### config.mk
export PLATFORM = sky130hd
export DESIGN_NAME = heap_array_engine
export DESIGN_NICKNAME = d
export VERILOG_FILES = /design/src/rtl/heap_array_engine.sv
export SDC_FILE = /design/constraint.sdc
export NUM_CORES = 2
export LEC_CHECK = 0
export CAP_MARGIN = 40
export CORE_MARGIN = 8
export CORE_UTILIZATION = 53
export CTS_CLUSTER_DIAMETER = 200
export DETAILED_ROUTE_END_ITERATION = 10
export PLACE_DENSITY = 0.77
export RECOVER_POWER = 50
export SLEW_MARGIN = 20
export SYNTH_ARGS = -nofsm -noshare
export SYNTH_HDL_FRONTEND = slang
export SYNTH_SLANG_ARGS = --single-unit
### constraint.sdc
create_clock -name clock -period 3.7 [get_ports clock]
set_input_delay 0.74 -clock clock [delete_from_list [all_inputs] [get_ports clock]]
set_output_delay 0.74 -clock clock [all_outputs]
set_load 0.02 [all_outputs]
### src/rtl/heap_array_engine.sv
// heap_array_engine: handle-based array allocator over a flat element store.
// Define ARRAY_INSERT_EN to add the INSERT op (elements shifted up one per cycle).
module heap_array_engine #(
    parameter int WIDTH   = 12,
    parameter int NARRAYS = 16,
    parameter int NAREA   = 10
) (
    input  logic                       clock,
    input  logic                       reset,
    input  logic                       cmd_valid,
    output logic                       cmd_ready,
    input  logic [2:0]                 cmd_op,
    input  logic [$clog2(NARRAYS)-1:0] cmd_array,
    input  logic [$clog2(NAREA+1)-1:0] cmd_index,
    input  logic [WIDTH-1:0]           cmd_data,
    output logic                       rsp_valid,
    output logic [WIDTH-1:0]           rsp_data,
    output logic                       rsp_error,
    output logic [$clog2(NARRAYS):0]   in_use
);
    localparam int AW = $clog2(NARRAYS);
    localparam int IW = $clog2(NAREA + 1);
    localparam int CW = AW + 1;
    localparam int MD = NARRAYS * NAREA;
    localparam int MW = (MD > 1) ? $clog2(MD) : 1;

    localparam logic [2:0] OP_ALLOC  = 3'd0;
    localparam logic [2:0] OP_FREE   = 3'd1;
    localparam logic [2:0] OP_WRITE  = 3'd2;
    localparam logic [2:0] OP_READ   = 3'd3;
    localparam logic [2:0] OP_SIZE   = 3'd4;
    localparam logic [2:0] OP_INSERT = 3'd5;

    localparam logic [CW-1:0] NARR_C    = CW'(NARRAYS);
    localparam logic [CW-1:0] CNT_ONE_C = CW'(1);
    localparam logic [IW-1:0] NAREA_C   = IW'(NAREA);
    localparam logic [IW-1:0] IDX_ONE_C = IW'(1);
    localparam logic [MW-1:0] AREA_C    = MW'(NAREA);

    typedef enum logic [1:0] {
        ST_IDLE  = 2'd0,
        ST_RESP  = 2'd1
`ifdef ARRAY_INSERT_EN
        , ST_SHIFT = 2'd2
`endif
    } state_t;

    state_t              state_r;
    logic                cmd_ready_r;
    logic                rsp_valid_r;
    logic [WIDTH-1:0]    rsp_data_r;
    logic                rsp_error_r;
    logic [CW-1:0]       in_use_r;
    logic [CW-1:0]       next_r;
    logic [CW-1:0]       sp_r;
    logic [AW-1:0]       stack_r [NARRAYS];
    logic [NARRAYS-1:0]  alloc_r;
    logic [IW-1:0]       size_r [NARRAYS];
    logic [WIDTH-1:0]    mem_r [MD];

    logic                accept_s;
    logic                arr_ok_s;
    logic                idx_ok_s;
    logic                tgt_ok_s;
    logic [IW-1:0]       cur_size_s;
    logic [MW-1:0]       base_s;
    logic [MW-1:0]       addr_s;
    logic [CW-1:0]       sp_m1_s;
    logic [AW-1:0]       alloc_h_s;
    logic                err_s;
    logic [WIDTH-1:0]    res_s;
    logic                mem_we_s;
    logic [MW-1:0]       mem_wa_s;
    logic [WIDTH-1:0]    mem_wd_s;

`ifdef ARRAY_INSERT_EN
    logic [MW-1:0]       sh_base_r;
    logic [AW-1:0]       sh_arr_r;
    logic [IW-1:0]       sh_ptr_r;
    logic [IW-1:0]       sh_idx_r;
    logic [WIDTH-1:0]    sh_data_r;
    logic [MW-1:0]       sh_src_s;
`endif

    assign cmd_ready = cmd_ready_r;
    assign rsp_valid = rsp_valid_r;
    assign rsp_data  = rsp_data_r;
    assign rsp_error = rsp_error_r;
    assign in_use    = in_use_r;

    // Command decode: legality check and the response value of a single-cycle op.
    always_comb begin
        accept_s   = cmd_valid && cmd_ready_r;
        arr_ok_s   = (CW'(cmd_array) < NARR_C);
        idx_ok_s   = (cmd_index < NAREA_C);
        cur_size_s = size_r[cmd_array];
        tgt_ok_s   = arr_ok_s && alloc_r[cmd_array] && idx_ok_s;
        base_s     = MW'(cmd_array) * AREA_C;
        addr_s     = base_s + MW'(cmd_index);
        sp_m1_s    = sp_r - CNT_ONE_C;
        if (sp_r != '0) begin
            alloc_h_s = stack_r[sp_m1_s[AW-1:0]];
        end else begin
            alloc_h_s = next_r[AW-1:0];
        end
        err_s = 1'b1;
        res_s = '0;
        case (cmd_op)
            OP_ALLOC: begin
                err_s = (sp_r == '0) && (next_r == NARR_C);
                res_s = WIDTH'(alloc_h_s);
            end
            OP_FREE: begin
                err_s = !tgt_ok_s;
                res_s = WIDTH'(cmd_array);
            end
            OP_WRITE: begin
                err_s = !tgt_ok_s;
                res_s = cmd_data;
            end
            OP_READ: begin
                err_s = !tgt_ok_s;
                res_s = mem_r[addr_s];
            end
            OP_SIZE: begin
                err_s = !tgt_ok_s;
                res_s = WIDTH'(cur_size_s);
            end
`ifdef ARRAY_INSERT_EN
            OP_INSERT: begin
                err_s = !tgt_ok_s || (cur_size_s >= NAREA_C) || (cmd_index > cur_size_s);
                res_s = cmd_data;
            end
`endif
            default: begin
                err_s = 1'b1;
                res_s = '0;
            end
        endcase
    end

    // Element store write port: WRITE in IDLE, or one shift/insert step per SHIFT cycle.
    always_comb begin
        mem_we_s = 1'b0;
        mem_wa_s = addr_s;
        mem_wd_s = cmd_data;
`ifdef ARRAY_INSERT_EN
        sh_src_s = sh_base_r + MW'(sh_ptr_r) - MW'(1);
        if (state_r == ST_SHIFT) begin
            mem_we_s = 1'b1;
            mem_wa_s = sh_base_r + MW'(sh_ptr_r);
            if (sh_ptr_r == sh_idx_r) begin
                mem_wd_s = sh_data_r;
            end else begin
                mem_wd_s = mem_r[sh_src_s];
            end
        end else
`endif
        if ((state_r == ST_IDLE) && accept_s && !err_s && (cmd_op == OP_WRITE)) begin
            mem_we_s = 1'b1;
        end else begin
            mem_we_s = 1'b0;
        end
    end

    // Element memory is deliberately not reset.
    always_ff @(posedge clock) begin
        if (mem_we_s) begin
            mem_r[mem_wa_s] <= mem_wd_s;
        end
    end

    // Control FSM plus allocator bookkeeping; all outputs registered.
    always_ff @(posedge clock or negedge reset) begin
        if (!reset) begin
            state_r     <= ST_IDLE;
            cmd_ready_r <= 1'b1;
            rsp_valid_r <= 1'b0;
            rsp_data_r  <= '0;
            rsp_error_r <= 1'b0;
            in_use_r    <= '0;
            next_r      <= '0;
            sp_r        <= '0;
            alloc_r     <= '0;
            for (int i = 0; i < NARRAYS; i++) begin
                stack_r[i] <= '0;
                size_r[i]  <= '0;
            end
`ifdef ARRAY_INSERT_EN
            sh_base_r <= '0;
            sh_arr_r  <= '0;
            sh_ptr_r  <= '0;
            sh_idx_r  <= '0;
            sh_data_r <= '0;
`endif
        end else begin
            case (state_r)
                ST_IDLE: begin
                    rsp_valid_r <= 1'b0;
                    rsp_data_r  <= '0;
                    rsp_error_r <= 1'b0;
                    if (accept_s) begin
                        cmd_ready_r <= 1'b0;
                        if (err_s) begin
                            state_r     <= ST_RESP;
                            rsp_valid_r <= 1'b1;
                            rsp_error_r <= 1'b1;
                        end else begin
                            case (cmd_op)
                                OP_ALLOC: begin
                                    if (sp_r != '0) begin
                                        sp_r <= sp_m1_s;
                                    end else begin
                                        next_r <= next_r + CNT_ONE_C;
                                    end
                                    alloc_r[alloc_h_s] <= 1'b1;
                                    size_r[alloc_h_s]  <= '0;
                                    if (in_use_r != NARR_C) begin
                                        in_use_r <= in_use_r + CNT_ONE_C;
                                    end
                                end
                                OP_FREE: begin
                                    stack_r[sp_r[AW-1:0]] <= cmd_array;
                                    sp_r                  <= sp_r + CNT_ONE_C;
                                    alloc_r[cmd_array]    <= 1'b0;
                                    if (in_use_r != '0) begin
                                        in_use_r <= in_use_r - CNT_ONE_C;
                                    end
                                end
                                OP_WRITE: begin
                                    if (cmd_index >= cur_size_s) begin
                                        size_r[cmd_array] <= cmd_index + IDX_ONE_C;
                                    end
                                end
`ifdef ARRAY_INSERT_EN
                                OP_INSERT: begin
                                    sh_base_r <= base_s;
                                    sh_arr_r  <= cmd_array;
                                    sh_ptr_r  <= cur_size_s;
                                    sh_idx_r  <= cmd_index;
                                    sh_data_r <= cmd_data;
                                end
`endif
                                default: begin
                                end
                            endcase
`ifdef ARRAY_INSERT_EN
                            if (cmd_op == OP_INSERT) begin
                                state_r <= ST_SHIFT;
                            end else
`endif
                            begin
                                state_r     <= ST_RESP;
                                rsp_valid_r <= 1'b1;
                                rsp_data_r  <= res_s;
                            end
                        end
                    end
                end
`ifdef ARRAY_INSERT_EN
                // Pointer walks from size down to the insert slot; the slot itself takes the new data.
                ST_SHIFT: begin
                    if (sh_ptr_r == sh_idx_r) begin
                        size_r[sh_arr_r] <= size_r[sh_arr_r] + IDX_ONE_C;
                        state_r          <= ST_RESP;
                        rsp_valid_r      <= 1'b1;
                        rsp_data_r       <= sh_data_r;
                        rsp_error_r      <= 1'b0;
                    end else begin
                        sh_ptr_r <= sh_ptr_r - IDX_ONE_C;
                    end
                end
`endif
                ST_RESP: begin
                    state_r     <= ST_IDLE;
                    cmd_ready_r <= 1'b1;
                    rsp_valid_r <= 1'b0;
                    rsp_data_r  <= '0;
                    rsp_error_r <= 1'b0;
                end
                default: begin
                    state_r     <= ST_IDLE;
                    cmd_ready_r <= 1'b1;
                    rsp_valid_r <= 1'b0;
                    rsp_data_r  <= '0;
                    rsp_error_r <= 1'b0;
                end
            endcase
        end
    end
endmodule

==> impl_metrics.ini <==
[place]
io_buffer_count = 45
dpl_worst_slack_ns = -1.35
hpwl_mm = 148
placedCellCount = 6834
gp_congestion = 0.921

[logic_synthesis]
post-synth-top-count-cell = edfxtp_1
synth_fp_nets = 4383
synth_edf_count = 1920
netlist_top_cells_count = edfxtp_1, mux4_2, nand2_1
synthTopCellsByArea = edfxtp_1, mux4_2, dfrtp_1
synth.distinct_cells = 86
synthFlopType = edfxtp_1
ys_ff_latch = 2095
synth_top_area_share = 0.682
async_flop_share = 0.0835
ys_seq_area_frac = 0.734
yosys.area.top_type = edfxtp_1
synthCells = 4331
synth_warnings = 0
synth_area_per_cell_um2 = 19.5
syn-cell-area_mm2 = 0.0846

[clocking]
ctsHtreeMaxLevel = 4
cts_buffer_depth = 3
clk_latency_ns = 0.85
clk_pin_slew_ns = 0.06
cts_tree = built
cts.sink_count = 2095
root_buffer = clkbuf_16
cts-buffers-inserted = 198

[die]
core_mm2 = 0.158
row_count = 146
start_util = 0.534
design.die.area_mm2 = 0.173
fp.dieH_um = 415
die_w_um = 415
io_pins = 46

[routing]
drc = 0
avgViaCountPerCell = 6.68
wl_mm = 235
num_vias = 48200
drtIter0Drc = 7446
detail_route.wl_per_cell_um = 32.6
drt_first_pass_iters = 6
ant_nets = 0

[global_route]
grtUsageTotal = 0.268
antenna_found_initial = 7
grt.overflow.total = 0
grt_pass1_wl_mm = 341
grt_max_degree = 102
grt_pass1_vias = 48400

[timing]
setup_viol = 0
worst_slew_pin_slew_ns = 3.71
hold_viol_final = 0
finalMaxSlewViolations = 1031
clock.fmax_mhz = 271
finClkSkew_ns = 0.0486
fin_crit_ns = 3.69
worst_slack_ns = 0.00944
rsz0062_at_grt = yes
slew_headroom = -1.47
finalSetupTns_ns = 0
period_share = 0.997

[status]
status = finished, violations left
failed_checks = capacitance limit, slew limit

[setup_path]
crit_chain = clkbuf_1, clkbuf_1, buf_4
worstPathRequired_ns = 4.33
critical_path_class = primary input to register
endpoint_kind = register
cp-start-kind = primary input
path_max_fanout = 53
crit_family = buffers and inverters
critPathArrivalTime_ns = 4.33
cpPeakStageDelay_ns = 1.90
path_common_cell = clkbuf_1
critPathSlowestCell = clkbuf_1
cp_num_buf_inv = 3

[final_layout]
fin_cells = 7210
drive_gt1_frac = 0.336
n_fill_cell = 9975
layout.nets = 5019
areaGrowthSynthToFinish_pct = 19.6

[pwr]
powerDensity_mw_per_mm2 = 519
power_uw = 52500
ir_drop_mv = 0.526
leakage_uw = 0.0337

[job]
max-cap-violations = 17

[min_path]
hp-class = primary input to register
==> sequential cells by signal, indices dropped and copies added, names as in the netlist <==
name	flops
stack_r	64
state_r	1
sp_r	5
rsp_data	12
next_r	5
size_r	64
cmd_ready	1
rsp_error	1
rsp_valid	1
mem_r	1920
in_use	5
alloc_r	16
==> through the flow <==
stage / utilization / area (um2) / hold slack [ns]
finish: 0.638 / 101000 / 0.269
detailed placement: 0.596 / 94500 / 0.447
CTS: 0.639 / 101000 / 0.269
global route: 0.638 / 101000 / 0.260
global placement: 0.596 / 94400 / 0.439
floorplan: - / 85500 / 0.425
==> worst register-to-register path, cell delays in order (launching register included) <==
cell	delay [ns]
dfrtp_1	0.54
inv_1	0.19
ha_1	0.39
buf_4	0.24
mux4_2	0.39
o2111ai_1	0.13
o211ai_1	0.19
o41ai_4	0.49
o211ai_1	0.33
nor3_1	0.48
o21ai_0	0.17
==> cell families after synthesis <==
family / after synthesis / share of synthesized area
buffers and inverters: 269 / 0.0165
AOI/OAI and AO/OA: 369 / 0.0303
and+or+nand+nor: 823 / 0.0438
adders and majority gates: 26 / 0.00411
muxes: 728 / 0.170
xor gates and xnor gates: 21 / 0.00218
DFF: 2095 / 0.734
==> layout by cell type (no fill, tap or decap), drive strengths merged, types with 23 or more instances in the layout <==
| cell | instances |
|---|---|
| edfxtp | 1920 |
| buf | 614 |
| mux4 | 556 |
| nand2 | 317 |
| clkbuf | 285 |
| nor2 | 244 |
| dfrtp | 174 |
| o21ai | 116 |
| mux2i | 98 |
| clkinv | 86 |
| nand3 | 82 |
| mux2 | 74 |
| a22oi | 47 |
| nand4 | 37 |
| nor3 | 34 |
| a21oi | 32 |
| and3 | 26 |
| bufinv | 26 |
| clkdlybuf4s50 | 25 |
| a31oi | 23 |
| ha | 23 |
| inv | 23 |
==> worst paths after layout <==
check / cells past startpoint / slack (ns) / from / endpoint
worst min register to register: 1 / 0.45 / state_r[0] / state_r[0]
worst max-delay path: 3 / 0.009 / cmd_data[11] / mem_r[154][11]
worst max register to register: 10 / 0.03 / sp_r[1] / size_r[60]
worst min-delay path: 1 / 0.27 / cmd_data[10] / mem_r[125][10]
max in group asynchronous: 3 / 0.64 / reset / size_r[21]
min in group asynchronous: 2 / 1.00 / reset / size_r[37]
==> final cells by class <==
class | count | area, um2 | area share
sequential | 2095 | 62000 | 0.613
multi-input combinational | 1967 | 22100 | 0.219
timing repair buffer | 686 | 7590 | 0.0751
clock buffer | 244 | 5180 | 0.0512
tap | 2072 | 2590 | 0.0256
clock inverter | 125 | 1500 | 0.0148
inverter | 19 | 71.3 | 0.000705
antenna | 2 | 5.00 | 0.0000495
==> power breakdown <==
part           total (uW)  switching, uW  internal, uW
clock               20800           8990         11800
sequential          25900              0         25900
combinational        5790           3520          2270
total               52500          12500         40000
==> repair_timing <==
| item | CTS | global route |
|---|---|---|
| endpoints found under the hold margin | 75 | 0 |
| hold buffers | 1 | 0 |
| buffers inserted | 1 | 0 |
| endpoints found under the setup margin | 1654 | 629 |
| pin swaps | 2 | 1 |
| gates cloned | 1 | 0 |
| resized for setup | 19 | 23 |
==> layer usage <==
layer,vias up,share of wire,track usage
met5,-,0.00040,0
met4,12,0.046,0.0985
met3,616,0.12,0.0605
met2,3613,0.49,0.439
met1,24800,0.35,0.356
li1,19100,-,-
No activity file was read; power rests on OpenSTA's default activity.
